[config.mk]
export PLATFORM = sky130hd
export DESIGN_NAME = forward_scoreboard
export DESIGN_NICKNAME = d
export VERILOG_FILES = /design/src/rtl/forward_pkg.sv /design/src/rtl/forward_lookup.sv /design/src/rtl/forward_scoreboard.sv
export SDC_FILE = /design/constraint.sdc
export NUM_CORES = 1
export LEC_CHECK = 0
export CORE_MARGIN = 2
export CORE_UTILIZATION = 35
export DETAILED_ROUTE_END_ITERATION = 8
export GPL_TIMING_DRIVEN = 0
export PLACE_DENSITY = 0.74
export SETUP_SLACK_MARGIN = 0.3
export SYNTH_ARGS = -nofsm -noshare
export SYNTH_HDL_FRONTEND = slang
export SYNTH_SLANG_ARGS = --single-unit
[constraint.sdc]
create_clock -name clock -period 5.8 [get_ports clock]
set_input_delay 0.58 -clock clock [delete_from_list [all_inputs] [get_ports clock]]
set_output_delay 0.58 -clock clock [all_outputs]
set_load 0.005 [all_outputs]
[src/rtl/forward_pkg.sv]
// Shared types for the forwarding scoreboard: register tag, in-flight entry and bubble.
package forward_pkg;

    localparam int FWD_TAG_W = 5;

    typedef logic [FWD_TAG_W-1:0] tag_t;

    typedef struct packed {
        logic valid;
        logic writes_rd;
        logic is_load;
        tag_t rd;
    } fwd_entry_t;

    localparam fwd_entry_t FWD_BUBBLE = '{valid: 1'b0, writes_rd: 1'b0, is_load: 1'b0, rd: '0};

endpackage

[src/rtl/forward_lookup.sv]
// Youngest-match forwarding lookup for a single source operand; purely combinational.
module forward_lookup
    import forward_pkg::*;
#(
    parameter int DEPTH      = 3,
    parameter int XLEN       = 32,
    parameter int LOAD_READY = 2
) (
    input  fwd_entry_t [DEPTH-1:0]      entries,
    input  logic [DEPTH*XLEN-1:0]       stage_value,
    input  tag_t                        tag,
    input  logic                        used,
    output logic                        hit,
    output logic                        need_stall,
    output logic [XLEN-1:0]             value
);

    logic found;

    always_comb begin
        hit        = 1'b0;
        need_stall = 1'b0;
        value      = '0;
        found      = 1'b0;
        if (used && (tag != '0)) begin
            for (int i = 0; i < DEPTH; i++) begin
                if (!found && entries[i].valid && entries[i].writes_rd && (entries[i].rd == tag)) begin
                    found = 1'b1;
                    // a load that has not reached LOAD_READY has no data yet
                    if (entries[i].is_load && (i < LOAD_READY)) begin
                        need_stall = 1'b1;
                    end else begin
                        hit   = 1'b1;
                        value = stage_value[i*XLEN +: XLEN];
                    end
                end
            end
        end
    end

endmodule

[src/rtl/forward_scoreboard.sv]
// In-flight destination tag tracker with per-operand forwarding, load-use stall
// and a saturating stall-cycle counter.
module forward_scoreboard
    import forward_pkg::*;
#(
    parameter int DEPTH      = 3,
    parameter int XLEN       = 32,
    parameter int TAG_W      = 5,
    parameter int NUM_SRC    = 2,
    parameter int LOAD_READY = 2
) (
    input  logic                        clock,
    input  logic                        reset,
    input  logic                        issue_valid,
    input  logic                        issue_writes_rd,
    input  logic                        issue_is_load,
    input  logic [TAG_W-1:0]            issue_rd,
    input  logic [NUM_SRC*TAG_W-1:0]    src_tag,
    input  logic [NUM_SRC-1:0]          src_used,
    input  logic [DEPTH*XLEN-1:0]       stage_value,
    input  logic                        flush,
    output logic                        stall,
    output logic [NUM_SRC-1:0]          fwd_hit,
    output logic [NUM_SRC*XLEN-1:0]     fwd_value,
    output logic [31:0]                 stall_cycles
);

    if (DEPTH < 1)              begin : g_bad_depth   $error("DEPTH must be >= 1");          end
    if (LOAD_READY >= DEPTH)    begin : g_bad_ready   $error("LOAD_READY must be < DEPTH");  end
    if (NUM_SRC < 1)            begin : g_bad_nsrc    $error("NUM_SRC must be >= 1");        end
    if (TAG_W != FWD_TAG_W)     begin : g_bad_tag     $error("TAG_W must match tag_t");      end

    fwd_entry_t [DEPTH-1:0]    entries;
    logic [NUM_SRC-1:0]        raw_hit;
    logic [NUM_SRC-1:0]        need_stall;
    logic [NUM_SRC*XLEN-1:0]   raw_value;

    for (genvar k = 0; k < NUM_SRC; k++) begin : g_src
        forward_lookup #(
            .DEPTH      (DEPTH),
            .XLEN       (XLEN),
            .LOAD_READY (LOAD_READY)
        ) u_lookup (
            .entries     (entries),
            .stage_value (stage_value),
            .tag         (src_tag[k*TAG_W +: TAG_W]),
            .used        (src_used[k]),
            .hit         (raw_hit[k]),
            .need_stall  (need_stall[k]),
            .value       (raw_value[k*XLEN +: XLEN])
        );
    end

    always_comb begin
        stall     = issue_valid & ~flush & ~reset & (|need_stall);
        fwd_hit   = reset ? '0 : raw_hit;
        fwd_value = reset ? '0 : raw_value;
    end

    // older entries advance unconditionally; a stall only injects a bubble at e[0]
    always_ff @(posedge clock) begin
        if (reset) begin
            for (int i = 0; i < DEPTH; i++) begin
                entries[i] <= FWD_BUBBLE;
            end
            stall_cycles <= '0;
        end else begin
            if (issue_valid && !flush && !stall) begin
                entries[0] <= '{valid: 1'b1, writes_rd: issue_writes_rd,
                                is_load: issue_is_load, rd: issue_rd};
            end else begin
                entries[0] <= FWD_BUBBLE;
            end
            for (int i = 1; i < DEPTH; i++) begin
                entries[i] <= entries[i-1];
            end
            if (stall && (stall_cycles != 32'hFFFF_FFFF)) begin
                stall_cycles <= stall_cycles + 32'd1;
            end
        end
    end

endmodule
==> impl_metrics.csv <==
group,metric,value,unit
run_status,outcome,"complete, but fails checks",
run_status,violations,"design-rule violations",
synth,syn-cell-area,0.003984,mm^2
power,power.density,133.6,mW/mm^2
synth,synth.distinct_cells,37,
timing,worst_pin_slew,1.120,ns
critical_path,cp_slowest_cell,"nor3b_1",
global_route,grt_first_pass_wirelength,27410,um
detailed_routing,antenna_left,0,
placement,dp_hpwl,13800,um
cts,clk_pin_slew,0.06,ns
synth,synth-edff-count,0,
critical_path,r2r-start,"stall_cycles[5]",
min_path,min_from,"entries[7]",
detailed_routing,viasPerCell,5.992,
global_route,grt_usage,27.22,%
cts,cts.path.max_buffers,2,
run,drv_cap,0,
critical_path,worst_r2r_path_depth,10,
synth,synthTopCellsByCount,"nor2_1, a222oi_1, nor2b_1",
detailed_routing,routed_wl,17780,um
critical_path,cp_common_cell,"clkdlybuf4s50_1",
die,initial_core_util,36.27,%
synth,netlist_instances,526,
timing,finalCritPeriodShare,81.25,%
placement,gp_congestion,0.9643,
final_layout,area_delta_synth_final,62.85,%
synth,yosysMostFrequentCell,"nor2_1",
critical_path,worstPathMaxFanout,10,
die,die_w,110.7,um
placement,pre_cts_ws,1.024,ns
synth,synth_warnings,0,
critical_path,crit_path_start_kind,"input port",
critical_path,arrival,4.13,ns
die,die_area,0.01225,mm^2
global_route,overflow,0,
cts,root_buffer,"clkbuf_16",
synth,netlist.area_leader.share,27.64,%
synth,synth_area_leaders,"dfxtp_1, a222oi_1, nor2b_1",
critical_path,max_stage_delay,0.60,ns
cts,cts_tree,"done",
cts,cts_buffers,5,
timing,finalSetupTns,0,ns
synth,synthFlopType,"dfxtp_1",
power,p_total,866.7,uW
die,pin_count,218,
min_path,min_path_type,"flop to flop",
cts,postCtsSetupBuffers,0,
cts,clk-insertion-delay-late,0.29,ns
die,core_area,0.01098,mm^2
cts,ctsResizeCount,0,
timing,final-hold-violation-count,0,
die,fp-row-count,38,
power,p_leak,2.004,nW
final_layout,num-nets-final,869,
timing,min_period,4.712,ns
timing,slew_violations,0,
synth,synth_area_leader_cell,"dfxtp_1",
die,die_y,110.7,um
timing,fin_ws,1.088,ns
critical_path,critical_path_class,"input port to output port",
placement,portBuffers,216,
synth,async_flop_share,0,%
detailed_routing,wl_per_cell,19.93,um
synth,syn-num-nets,646,
power,ir_drop,131.3,uV
detailed_routing,vias,5345,
critical_path,end_kind,"output port",
timing,timing.fmax,212.2,MHz
synth,avgSynthCellArea,7.574,um^2
detailed_routing,drt_iter0_markers,978,
timing,skew,0.008255,ns
global_route,grt_max_degree,16,
timing,rsz0062_at_grt,"false",
cts,htree_levels,2,
timing,setup_viol,0,
cts,holdBufCountCts,0,
final_layout,drive_gt1_share,2.136,%
critical_path,path_cells,"clkdlybuf4s50_1 > xor2_1 > nor4_1 > nand4_1 > nor3b_1 > clkbuf_1 > buf_1 > a222oi_1 > nor2_1 > clkdlybuf4s50_1",
critical_path,r2r_slack,2.44,ns
min_path,holdPathStages,1,
min_path,min_to,"entries[15]",
timing,max_slew_margin,24.30,%
global_route,grt_pass1_vias,5006,
final_layout,nFillCells,1019,
detailed_routing,dr.pass1.iters,9,
critical_path,cp.required,5.22,ns
critical_path,r2r_end,"stall_cycles[1]",
detailed_routing,post-route-drc-count,9,
global_route,antenna_found_initial,3,
cts,cts.sinks,55,
synth,ys_seq_area_share,27.64,%
synth,ys_ff_latch,55,
## layout by cell type, fill, tap and decap left out, drive strengths merged, types with 14 or more instances in the layout
master,instances
clkdlybuf4s50,216
dfxtp,55
nand4,14
clkbuf,44
or3,26
nor2,72
nand3,20
xnor2,24
nand2,19
nor2b,57
a222oi,57
a21oi,35
o21ai,25
## cells by family (layout without fill, tap and decap cells)
| group | after synthesis | after routing | synth area share, % |
|---|---|---|---|
| mux | 7 | 7 | 1.884 |
| flops | 55 | 55 | 27.64 |
| fa+ha+maj | 1 | 1 | 0.3140 |
| compound gates | 130 | 130 | 24.59 |
| simple gates | 253 | 253 | 34.11 |
| xor+xnor | 31 | 31 | 6.815 |
| other cells | 0 | 3 | 0 |
| buf+inv | 49 | 272 | 4.648 |
## worst max-delay path, delay by kind of cell
family	cells	cell delay [ns]
simple gates	4	1.19
xor+xnor	1	0.20
compound gates	1	0.14
buf+inv	4	2.02
## sequential cells by signal, summed over array words and instances, names as in the netlist
signal	cells
stall_cycles	32
entries	23
## metal layers
metal	vias to the layer above	wire, um	global-route usage, %
met5	-	0	0
met3	41	1393	4.702
met2	322	8558	46.79
met4	0	653	10.58
met1	2538	7174	33.91
li1	2444	-	-
## power breakdown
group / total (mW) / internal [mW] / switching (mW)
registers: 0.383 / 0.381 / 0.00290
clock network: 0.334 / 0.202 / 0.132
logic: 0.149 / 0.0904 / 0.0590
total: 0.867 / 0.673 / 0.194
## through the flow
stage	util (%)	cell area, um^2	hold slack, ns	instances
2_1_floorplan	-	3984	0.4379	526
5_1_grt	59.07	6487	0.4835	892
3_5_place_dp	57.55	6321	0.4670	882
4_1_cts	59.00	6480	0.4813	889
6_report	59.07	6487	0.4764	892
3_3_place_gp	57.55	6321	0.4526	882
## cell type report
class	instances	area [um^2]	area share, %
clock inverters	1	30.03	0.4629
multi-input cells	422	2698	41.58
plain buffers	42	158.9	2.449
repair buffers	216	2162	33.33
well taps	140	175.2	2.700
flip-flops and latches	55	1101	16.97
diodes	3	7.507	0.1157
inverters	7	26.28	0.4050
clock buffers	6	128.9	1.987
## how the worst max path moves through the flow
stage	end	cells past startpoint	from
2_1_floorplan	fwd_value[19]	7	src_tag[1]
3_3_place_gp	fwd_value[59]	8	src_tag[6]
3_5_place_dp	fwd_value[59]	8	src_tag[6]
4_1_cts	fwd_value[59]	8	src_tag[6]
5_1_grt	fwd_value[59]	8	src_tag[6]
6_report	fwd_value[19]	10	src_tag[2]
No activity file was read; power rests on OpenSTA's default activity.
